===== config.mk =====
export PLATFORM = sky130hd
export DESIGN_NAME = ysyx_23060236_exu_flat
export DESIGN_NICKNAME = d
export VERILOG_FILES = /design/src/rtl/ysyx_23060236_exu_pkg.sv /design/src/rtl/ysyx_23060236_exu_if.sv /design/src/rtl/ysyx_23060236_Reg.sv /design/src/rtl/ysyx_23060236_exu_alu.sv /design/src/rtl/ysyx_23060236_exu.sv /design/src/flat_wrapper.sv
export SDC_FILE = /design/constraint.sdc
export NUM_CORES = 1
export LEC_CHECK = 0
export ABC_AREA = 1
export BUFFER_PORTS_ARGS = -buffer_cell sky130_fd_sc_hd__buf_2
export CAP_MARGIN = 20
export CORE_MARGIN = 2
export CORE_UTILIZATION = 42
export CTS_BUF_LIST = sky130_fd_sc_hd__clkbuf_16
export DETAILED_ROUTE_END_ITERATION = 10
export PLACE_DENSITY = 0.62
export REMOVE_ABC_BUFFERS = 1
export SYNTH_ARGS = -nofsm -noshare
export SYNTH_HDL_FRONTEND = slang
export SYNTH_SLANG_ARGS = --single-unit

===== constraint.sdc =====
create_clock -name clock -period 3.8 [get_ports clock]
set_input_delay 0.76 -clock clock [delete_from_list [all_inputs] [get_ports clock]]
set_output_delay 0.76 -clock clock [all_outputs]
set_load 0.01 [all_outputs]

===== src/rtl/ysyx_23060236_exu_pkg.sv =====
// rtl/ysyx_23060236_exu_pkg.sv - shared encodings and helpers for the execute stage
package ysyx_23060236_exu_pkg;

    localparam int XLEN = 32;

    typedef enum logic [3:0] {
        ALU_ADD   = 4'd0,
        ALU_SUB   = 4'd1,
        ALU_SLL   = 4'd2,
        ALU_SLT   = 4'd3,
        ALU_SLTU  = 4'd4,
        ALU_XOR   = 4'd5,
        ALU_SRL   = 4'd6,
        ALU_SRA   = 4'd7,
        ALU_OR    = 4'd8,
        ALU_AND   = 4'd9,
        ALU_PASSB = 4'd10
    } alu_op_e;

    typedef enum logic [2:0] {
        CT_ALU    = 3'd0,
        CT_LOAD   = 3'd1,
        CT_STORE  = 3'd2,
        CT_BRANCH = 3'd3,
        CT_JAL    = 3'd4,
        CT_JALR   = 3'd5
    } ctrl_type_e;

    localparam logic [2:0] F3_BEQ  = 3'b000;
    localparam logic [2:0] F3_BNE  = 3'b001;
    localparam logic [2:0] F3_BLT  = 3'b100;
    localparam logic [2:0] F3_BGE  = 3'b101;
    localparam logic [2:0] F3_BLTU = 3'b110;
    localparam logic [2:0] F3_BGEU = 3'b111;

    // Undefined branch conditions never redirect.
    function automatic logic branch_taken(input logic [2:0] f3,
                                          input logic [XLEN-1:0] a,
                                          input logic [XLEN-1:0] b);
        case (f3)
            F3_BEQ:  return a == b;
            F3_BNE:  return a != b;
            F3_BLT:  return $signed(a) < $signed(b);
            F3_BGE:  return $signed(a) >= $signed(b);
            F3_BLTU: return a < b;
            F3_BGEU: return a >= b;
            default: return 1'b0;
        endcase
    endfunction

endpackage


===== src/rtl/ysyx_23060236_exu_if.sv =====
// rtl/ysyx_23060236_exu_if.sv - IDU-to-EXU and EXU-to-LSU handshake bundle
interface ysyx_23060236_exu_if;
    logic        idu_valid;
    logic        idu_ready;
    logic [31:0] pc;
    logic [31:0] src1;
    logic [31:0] src2;
    logic [31:0] imm;
    logic [3:0]  alu_op;
    logic [1:0]  src_sel;
    logic [2:0]  funct3_in;
    logic [2:0]  ctrl_type;
    logic [4:0]  rd_in;
    logic        exu_valid;
    logic        exu_ready;
    logic [31:0] exu_val;
    logic [31:0] lsu_data;
    logic [2:0]  funct3;
    logic        lsu_ren;
    logic        lsu_wen;
    logic [4:0]  rd;
    logic        jump_wrong;
    logic [31:0] jump_target;

    modport master (
        output idu_valid, pc, src1, src2, imm, alu_op, src_sel, funct3_in, ctrl_type, rd_in, exu_ready,
        input  idu_ready, exu_valid, exu_val, lsu_data, funct3, lsu_ren, lsu_wen, rd, jump_wrong, jump_target
    );

    modport slave (
        input  idu_valid, pc, src1, src2, imm, alu_op, src_sel, funct3_in, ctrl_type, rd_in, exu_ready,
        output idu_ready, exu_valid, exu_val, lsu_data, funct3, lsu_ren, lsu_wen, rd, jump_wrong, jump_target
    );
endinterface


===== src/rtl/ysyx_23060236_Reg.sv =====
// rtl/ysyx_23060236_Reg.sv - resettable register with write enable
module ysyx_23060236_Reg #(
    parameter int              WIDTH     = 1,
    parameter logic [WIDTH-1:0] RESET_VAL = '0
) (
    input  logic             clock,
    input  logic             reset,
    input  logic             wen,
    input  logic [WIDTH-1:0] din,
    output logic [WIDTH-1:0] dout
);
    always_ff @(posedge clock) begin
        if (reset) begin
            dout <= RESET_VAL;
        end else if (wen) begin
            dout <= din;
        end
    end
endmodule


===== src/rtl/ysyx_23060236_exu_alu.sv =====
// rtl/ysyx_23060236_exu_alu.sv - combinational integer ALU
module ysyx_23060236_alu
    import ysyx_23060236_exu_pkg::*;
(
    input  alu_op_e     op,
    input  logic [31:0] a,
    input  logic [31:0] b,
    output logic [31:0] result
);
    always_comb begin
        result = '0;
        case (op)
            ALU_ADD:   result = a + b;
            ALU_SUB:   result = a - b;
            ALU_SLL:   result = a << b[4:0];
            ALU_SLT:   result = {31'b0, $signed(a) < $signed(b)};
            ALU_SLTU:  result = {31'b0, a < b};
            ALU_XOR:   result = a ^ b;
            ALU_SRL:   result = a >> b[4:0];
            ALU_SRA:   result = $unsigned($signed(a) >>> b[4:0]);
            ALU_OR:    result = a | b;
            ALU_AND:   result = a & b;
            ALU_PASSB: result = b;
            default:   result = '0;
        endcase
    end
endmodule


===== src/rtl/ysyx_23060236_exu.sv =====
// rtl/ysyx_23060236_exu.sv - one-entry execute stage with not-taken branch resolution
module ysyx_23060236_exu
    import ysyx_23060236_exu_pkg::*;
(
    input  logic                 clock,
    input  logic                 reset,
    ysyx_23060236_exu_if.slave   bus
);
    ctrl_type_e  ct;
    logic [31:0] op_a, op_b, alu_res;
    logic [31:0] pc_plus4, ls_addr, target, val_next;
    logic        taken, mispredict, accept, handoff;
    logic        valid_q, jw_q;
    logic [31:0] val_q, data_q, target_q;
    logic [2:0]  f3_q;
    logic        ren_q, wen_q;
    logic [4:0]  rd_q;

    assign ct       = ctrl_type_e'(bus.ctrl_type);
    assign op_a     = bus.src_sel[0] ? bus.pc  : bus.src1;
    assign op_b     = bus.src_sel[1] ? bus.imm : bus.src2;
    assign pc_plus4 = bus.pc + 32'd4;
    assign ls_addr  = bus.src1 + bus.imm;

    ysyx_23060236_alu u_alu (
        .op     (alu_op_e'(bus.alu_op)),
        .a      (op_a),
        .b      (op_b),
        .result (alu_res)
    );

    always_comb begin
        val_next = alu_res;
        taken    = 1'b0;
        target   = bus.pc + bus.imm;
        case (ct)
            CT_ALU:            val_next = alu_res;
            CT_LOAD, CT_STORE: val_next = ls_addr;
            CT_BRANCH: begin
                val_next = '0;
                taken    = branch_taken(bus.funct3_in, bus.src1, bus.src2);
            end
            CT_JAL: begin
                val_next = pc_plus4;
                taken    = 1'b1;
            end
            CT_JALR: begin
                val_next = pc_plus4;
                taken    = 1'b1;
                target   = ls_addr & ~32'h1;
            end
            default:           val_next = alu_res;
        endcase
    end

    // Fetch already proceeded to pc+4, so only a different target needs a flush.
    assign mispredict    = taken & (target != pc_plus4);
    assign bus.idu_ready = (~valid_q | bus.exu_ready) & ~jw_q;
    assign accept        = bus.idu_valid & bus.idu_ready;
    assign handoff       = valid_q & bus.exu_ready;

    ysyx_23060236_Reg #(.WIDTH(1), .RESET_VAL(1'b0)) u_valid (
        .clock (clock), .reset (reset), .wen (accept | handoff), .din (accept), .dout (valid_q)
    );

    ysyx_23060236_Reg #(.WIDTH(1), .RESET_VAL(1'b0)) u_jump_wrong (
        .clock (clock), .reset (reset), .wen (1'b1), .din (accept & mispredict), .dout (jw_q)
    );

    always_ff @(posedge clock) begin
        if (reset) begin
            val_q    <= '0;
            data_q   <= '0;
            f3_q     <= '0;
            ren_q    <= 1'b0;
            wen_q    <= 1'b0;
            rd_q     <= '0;
            target_q <= '0;
        end else if (accept) begin
            val_q  <= val_next;
            data_q <= bus.src2;
            f3_q   <= bus.funct3_in;
            ren_q  <= (ct == CT_LOAD);
            wen_q  <= (ct == CT_STORE);
            rd_q   <= (ct == CT_STORE || ct == CT_BRANCH) ? 5'd0 : bus.rd_in;
            if (mispredict) begin
                target_q <= target;
            end
        end
    end

    assign bus.exu_valid   = valid_q;
    assign bus.jump_wrong  = jw_q;
    assign bus.exu_val     = val_q;
    assign bus.lsu_data    = data_q;
    assign bus.funct3      = f3_q;
    assign bus.lsu_ren     = ren_q;
    assign bus.lsu_wen     = wen_q;
    assign bus.rd          = rd_q;
    assign bus.jump_target = target_q;
endmodule


===== src/flat_wrapper.sv =====
// flat-port wrapper written by rule: the top's interface ports become plain ports
module ysyx_23060236_exu_flat import ysyx_23060236_exu_pkg::*;
  (clock, reset, bus_idu_valid, bus_pc, bus_src1, bus_src2, bus_imm, bus_alu_op, bus_src_sel, bus_funct3_in, bus_ctrl_type, bus_rd_in, bus_exu_ready, bus_idu_ready, bus_exu_valid, bus_exu_val, bus_lsu_data, bus_funct3, bus_lsu_ren, bus_lsu_wen, bus_rd, bus_jump_wrong, bus_jump_target);
  ysyx_23060236_exu_if bus_i ();
  input  logic clock;
  input  logic reset;
  input wire logic [$bits(bus_i.idu_valid)-1:0] bus_idu_valid;
  input wire logic [$bits(bus_i.pc)-1:0] bus_pc;
  input wire logic [$bits(bus_i.src1)-1:0] bus_src1;
  input wire logic [$bits(bus_i.src2)-1:0] bus_src2;
  input wire logic [$bits(bus_i.imm)-1:0] bus_imm;
  input wire logic [$bits(bus_i.alu_op)-1:0] bus_alu_op;
  input wire logic [$bits(bus_i.src_sel)-1:0] bus_src_sel;
  input wire logic [$bits(bus_i.funct3_in)-1:0] bus_funct3_in;
  input wire logic [$bits(bus_i.ctrl_type)-1:0] bus_ctrl_type;
  input wire logic [$bits(bus_i.rd_in)-1:0] bus_rd_in;
  input wire logic [$bits(bus_i.exu_ready)-1:0] bus_exu_ready;
  output wire logic [$bits(bus_i.idu_ready)-1:0] bus_idu_ready;
  output wire logic [$bits(bus_i.exu_valid)-1:0] bus_exu_valid;
  output wire logic [$bits(bus_i.exu_val)-1:0] bus_exu_val;
  output wire logic [$bits(bus_i.lsu_data)-1:0] bus_lsu_data;
  output wire logic [$bits(bus_i.funct3)-1:0] bus_funct3;
  output wire logic [$bits(bus_i.lsu_ren)-1:0] bus_lsu_ren;
  output wire logic [$bits(bus_i.lsu_wen)-1:0] bus_lsu_wen;
  output wire logic [$bits(bus_i.rd)-1:0] bus_rd;
  output wire logic [$bits(bus_i.jump_wrong)-1:0] bus_jump_wrong;
  output wire logic [$bits(bus_i.jump_target)-1:0] bus_jump_target;
  assign bus_i.idu_valid = bus_idu_valid;
  assign bus_i.pc = bus_pc;
  assign bus_i.src1 = bus_src1;
  assign bus_i.src2 = bus_src2;
  assign bus_i.imm = bus_imm;
  assign bus_i.alu_op = bus_alu_op;
  assign bus_i.src_sel = bus_src_sel;
  assign bus_i.funct3_in = bus_funct3_in;
  assign bus_i.ctrl_type = bus_ctrl_type;
  assign bus_i.rd_in = bus_rd_in;
  assign bus_i.exu_ready = bus_exu_ready;
  assign bus_idu_ready = bus_i.idu_ready;
  assign bus_exu_valid = bus_i.exu_valid;
  assign bus_exu_val = bus_i.exu_val;
  assign bus_lsu_data = bus_i.lsu_data;
  assign bus_funct3 = bus_i.funct3;
  assign bus_lsu_ren = bus_i.lsu_ren;
  assign bus_lsu_wen = bus_i.lsu_wen;
  assign bus_rd = bus_i.rd;
  assign bus_jump_wrong = bus_i.jump_wrong;
  assign bus_jump_target = bus_i.jump_target;
  ysyx_23060236_exu u_core (.clock(clock), .reset(reset), .bus(bus_i));
endmodule

# After elaboration in Yosys (flattened, before gate mapping)
# Cells that the tools add are included.
# W data, S select, Z words.
dict set report word_totals {
  ram_bits 0
  reg_bits 108
  mem_bits_ro 0
  n_memories 0
  latchBits 0
  out_inout_bits 109
}
dict set report classes {
  n_mux 8
  magnitude_cmp 6
  reduce_logical 6
  n_eq_ne 23
  add_sub_neg 5
  n_mul 0
  shift 3
  bitwise_logic 12
  n_div 0
}
# operator count
set ops {}
lappend ops {{$pmux W32 S11} 1}
lappend ops {{$lt A32 B32 Y1} 4}
lappend ops {{$add A32 B32 Y32} 3}
lappend ops {{$mux W32} 3}
lappend ops {{$pmux W32 S3} 1}
lappend ops {{$ge A32 B32 Y1} 2}
lappend ops {{$ne A32 B32 Y1} 2}
lappend ops {{$add A32 B3 Y32 const B} 1}
lappend ops {{$and A32 B32 Y32} 1}
lappend ops {{$eq A32 B32 Y1} 1}
lappend ops {{$or A32 B32 Y32} 1}
lappend ops {{$shl A32 B5 Y32} 1}
lappend ops {{$shr A32 B5 Y32} 1}
lappend ops {{$sshr A32 B5 Y32} 1}
lappend ops {{$sub A32 B32 Y32} 1}
lappend ops {{$xor A32 B32 Y32} 1}
lappend ops {{$eq A3 B3 Y1 const B} 6}
lappend ops {{$eq A4 B3 Y1 const B} 4}
lappend ops {{$eq A4 B4 Y1 const B} 3}
lappend ops {{$eq A4 B2 Y1 const B} 2}
lappend ops {{$eq A3 B1 Y1 const B} 2}
lappend ops {{$eq A3 B2 Y1 const B} 2}
lappend ops {{$pmux W1 S6} 1}
lappend ops {{$and A1 B1 Y1} 5}
lappend ops {{10 further kinds} 13}

# Longest topological paths before layout
dict set report logic_depth {
  depth_word 5
  mapped_depth 26
}

# Cells and area by module
# From an unflattened synthesis, not the netlist that was laid out.
dict set report hier_totals {
  cells_unflattened 4544
  hier_area_um2 23151.0
}
# module n_inst area_per_inst_um2 cells_each
set modules_own_cells {}
lappend modules_own_cells {ysyx_23060236_exu 1 12769.7 2359}
lappend modules_own_cells {ysyx_23060236_alu 1 10291.1 2171}
lappend modules_own_cells {ysyx_23060236_Reg 2 45.0 7}

# Least setup slack after synthesis
# Ideal clock, no wire load.
dict set report synth_path {
  kind {input port to flip-flop}
  from {input port bus_src_sel[1]}
  to {register u_core.val_q[22] (netlist: u_core.bus.exu_val[22])}
  t_required_ns 3.730
  path_slack_ns -0.035
  t_arrival_ns 3.765
  path_stages 22
  path_cell_list {buf_4 buf_2 o21a_1 inv_2 buf_2 buf_1 ha_1 buf_2 a21oi_1 nand2_1 a21oi_1 o21ai_0 a21oi_1 inv_1 nand2_1 nand2_1 a21oi_1 or2_2 nand3_1 nand3_1 nand2_1 a21oi_1}
}
dict set report synth_via {
  elab_chain_cells 4
}
# element line_no
set synth_lines {}
lappend synth_lines {{from (decl)} flat_wrapper.sv:13} ;# input wire logic [$bits(bus_i.src_sel)-1:0] bus_src_sel;
lappend synth_lines {{$mux W32 (*)} ysyx_23060236_exu.sv:21} ;# assign op_b = bus.src_sel[1] ? bus.imm : bus.src2;
lappend synth_lines {{$sub A32 B32 Y32 (tied with other cells)} ysyx_23060236_exu_alu.sv:14} ;# ALU_SUB: result = a - b;
lappend synth_lines {{$pmux W32 S11 (*)} ysyx_23060236_exu_alu.sv:12} ;# case (op)
lappend synth_lines {{$pmux W32 S3 (*)} ysyx_23060236_exu.sv:36} ;# case (ct)
lappend synth_lines {{to (signal assigned)} ysyx_23060236_exu.sv:80} ;# val_q <= val_next;
lappend synth_lines {{to (decl)} ysyx_23060236_exu.sv:14} ;# logic [31:0] val_q, data_q, target_q;
# Every way passes the cells marked *; elsewhere a longest branch is shown, timed or not.
# A chain may end at the register's enable or synchronous reset.

# Worst setup path in the final report
dict set report layout_path {
  from {input port bus_src_sel[0]}
  to {register u_core.val_q[16] (netlist: u_core.bus.exu_val[16])}
}
dict set report layout_via {
  elab_chain_cells 4
}
# element line_no
set layout_lines {}
lappend layout_lines {{$mux W32 (*)} ysyx_23060236_exu.sv:20} ;# assign op_a = bus.src_sel[0] ? bus.pc : bus.src1;
lappend layout_lines {{$sub A32 B32 Y32 (tied with other cells)} ysyx_23060236_exu_alu.sv:14}
lappend layout_lines {{$pmux W32 S11 (*)} ysyx_23060236_exu_alu.sv:12}
lappend layout_lines {{$pmux W32 S3 (*)} ysyx_23060236_exu.sv:36}
# Marks and branches as above.

==> summary.txt <==
STA
  – Final setup violation count: 0
  – Max Slew Vio Count: 0
  – Max Freq: 0.274 GHz
  – Fin crit share: 0.959
  – Fin crit period: 3.65 ns
  – Final Skew: 0.00921 ns
  – Worst Max-Slew Pin Slew: 0.908 ns
  – Sum of negative setup slack: 0 ns
  – Fin. Hold Viols: 0
  – Relative slew slack: 0.391
  – PnR worst setup slack: 0.155 ns

Power and ir drop
  – Flop pwr share: 0.180
  – Worst vdd ir: 238 µV
  – Sw Ratio: 0.500
  – Leak: 15.1 nW
  – NetSw: 0.00355 W
  – Power share of the combinational group: 0.661
  – Clk pwr share: 0.159
  – Internal power: 0.00356 W
  – PD cells: 260 mW/mm²

Status
  – Status: finished, final reports clean

Clock network
  – Worst skew pair latency: 0.41 ns
  – CTS tree: built
  – TritonCTS Buffers: 9
  – Num Clock Sinks: 108
  – Worst-path clk slew: 0.08 ns
  – CTS Hold Bufs: 0
  – Clock root cell: clkbuf_16
  – # H-tree levels: 3
  – Clk buf depth: 2

Global route
  – Grt ovf: 0
  – Pin count of the biggest net entering global routing: 72
  – M1 GR Usage: 0.557
  – Vias in the first global route: 26795
  – GR peak layer: met2
  – Wire length of the first global-routing pass: 162000 µm
  – Total GRT Usage: 0.404
  – Routing usage on met2: 0.603
  – Antenna violations before repair: 1
  – Global routing usage on met3: 0.0871

Final layout
  – Fraction of layout cells with a size suffix above 1: 0.186
  – Fillers: 5506
  – Fin nets: 5026
  – Syn-to-layout area delta: 27.3%
  – Non-filler instance count after layout: 5358
  – Final Util: 0.543

Worst setup path
  – Crit path max fanout: 12
  – R2R depth: 7
  – Worst setup EP type: flip-flop
  – Critical Path AT: 3.95 ns
  – Critical Path Source Type: input port
  – Kind of critical path: input port to flip-flop
  – Critical Path RT: 4.10 ns

Worst hold path
  – Min-Delay Path Depth: 2
  – Worst Hold Class: flip-flop to flip-flop

Logic synthesis
  – Post-Synthesis Cell Area: 0.0215 mm²
  – Synth async-reset ratio: 0
  – Register area share after synthesis: 0.101
  – Distinct cells, synth: 66
  – Post-synth top area cell: nand2_1
  – Area contributors post-synth: nand2_1, ha_1, dfxtp_1
  – Yosys reg bits: 108
  – Ys flop type: dfxtp_1
  – Synth top area share: 0.211
  – Commonest cells in the netlist: nand2_1, inv_1, nor2_1
  – Syn avg cell area: 5.30 µm²
  – EDFF count, synth: 0
  – Yosys warning count: 0
  – Top-count cell post-synth: nand2_1
  – Cells after Synth: 4054

Floorplanning
  – Die Y: 230 µm
  – Starting density of the core: 0.427
  – FP Rows: 82
  – Die area: 0.0530 mm²
  – Die Wd: 230 µm
  – Core area: 0.0504 mm²
  – IO Count: 258

Routing
  – DR vias/cell: 5.59
  – Drt total wl: 111000 µm
  – Via count: 29931
  – Drt first pass iters: 7
  – DRC: 0
  – Initial DRC count: 3454
  – Antenna Nets Post-Route: 0
  – WL/cell: 20.7 µm

Placement
  – HPWL after DPL: 93500 µm
  – Placed Cells: 5342
  – Setup slack at placement: -0.274 ns
  – IO Port Bufs: 257
  – Routability Congestion: 1.06

Flow run
  – Max-Cap Viols: 0
-- placed cells by master, fill, tap and decap left out, types with 9 or more instances in the layout --
cell	count
a21o_1	12
a21oi_1	297
a21oi_2	10
a221oi_1	17
a31oi_1	14
buf_12	11
buf_2	257
buf_4	508
clkbuf_16	9
dfxtp_1	108
ha_1	189
inv_1	571
inv_2	12
nand2_1	1205
nand3_1	359
nand3b_1	20
nand4_1	33
nor2_1	384
nor3_1	53
o211ai_1	36
o21a_1	22
o21ai_0	320
o21ai_1	29
o21bai_1	12
o22ai_1	29
or2_2	12
xor2_1	16
-- per-stage QoR --
| step | power [W] | cell area [µm²] | hold slack, ns |
|---|---|---|---|
| 2_1_floorplan | 0.00367 | 20700 | 0.484 |
| 3_3_place_gp | 0.00581 | 26900 | 0.451 |
| 5_1_grt | 0.00755 | 27300 | 0.484 |
| 3_5_place_dp | 0.00581 | 26900 | 0.454 |
| 4_1_cts | 0.00696 | 27300 | 0.466 |
| 6_report | 0.00711 | 27300 | 0.464 |
-- worst paths after layout --
| path | slack [ns] | from | end |
|---|---|---|---|
| worst max-delay path | 0.15 | bus_src_sel[0] | u_core.bus.exu_val[16] |
| worst min-delay path | 0.46 | u_core.bus.rd[3] | u_core.bus.rd[3] |
| worst max register to register | 1.79 | u_core.u_valid.dout | u_core.bus.exu_val[29] |
| worst min register to register | 0.46 | u_core.bus.rd[3] | u_core.bus.rd[3] |
-- power by group through the flow --
| stage | clock network [W] | registers (W) | logic, W |
|---|---|---|---|
| final | 0.00113 | 0.00128 | 0.00470 |
| after global routing | 0.00119 | 0.00129 | 0.00507 |
| after CTS | 0.00115 | 0.00128 | 0.00454 |
| after detailed placement | 0 | 0.00130 | 0.00451 |
| after global placement | 0 | 0.00130 | 0.00451 |
| after floorplan | 0 | 0.00133 | 0.00233 |
-- routing by layer --
layer  vias to the layer above  share of wire
met3                       222           0.11
met4                         0          0.048
met1                     13463           0.43
li1                      14530              -
met5                         -              0
met2                      1716           0.41
-- worst max-delay path, cell delays in order --
cell and delay, ns:
buf_2 0.22, buf_12 0.17, nand2_1 0.05, o21ai_0 0.08, buf_4 0.17, inv_1 0.05, ha_1 0.32, buf_4 0.16
a21oi_1 0.11, nand2_1 0.10, a21oi_1 0.26, o21ai_1 0.14, a21oi_1 0.16, buf_4 0.16, inv_1 0.10, a21oi_1 0.22
nand2_1 0.08, nand2_1 0.06, o211ai_1 0.12, a21oi_1 0.24, buf_4 0.18, nor2_1 0.04
-- registers in the layout, summed over array words and instances, names as in the netlist --
| register | flops |
|---|---|
| u_core.bus.lsu_wen | 1 |
| u_core.bus.lsu_ren | 1 |
| u_core.u_valid.dout | 1 |
| u_core.u_jump_wrong.dout | 1 |
| u_core.bus.rd | 5 |
| u_core.bus.funct3 | 3 |
| u_core.bus.exu_val | 32 |
| u_core.bus.jump_target | 32 |
| u_core.bus.lsu_data | 32 |
-- final cells by class --
type,instances,area [µm²],area share
antenna,1,2.50,0.0000915
clock inverter,6,95.1,0.00348
sequential,108,2160,0.0791
timing repair buffer,777,5330,0.195
tap,672,841,0.0307
clock buffer,9,225,0.00824
inverter,587,2210,0.0807
multi-input combinational,3198,16500,0.603
-- kinds of logic after synthesis --
group                    Yosys count  share of synthesized area
AO/OA/AOI/OAI                    853                      0.224
XOR/XNOR                          21                    0.00856
adder cells (fa/ha/maj)          196                      0.116
buffers and inverters            748                      0.137
flip-flops                       108                      0.101
multiplexers                       8                    0.00373
AND/OR/NAND/NOR                 2120                      0.411
-- repair_timing --
| action | in CTS | in global routing |
|---|---|---|
| setup endpoints to repair | 0 | 46 |
| buffers inserted | 0 | 0 |
| resized for setup | 0 | 30 |
Note: power is estimated with default switching activity, not from simulation.
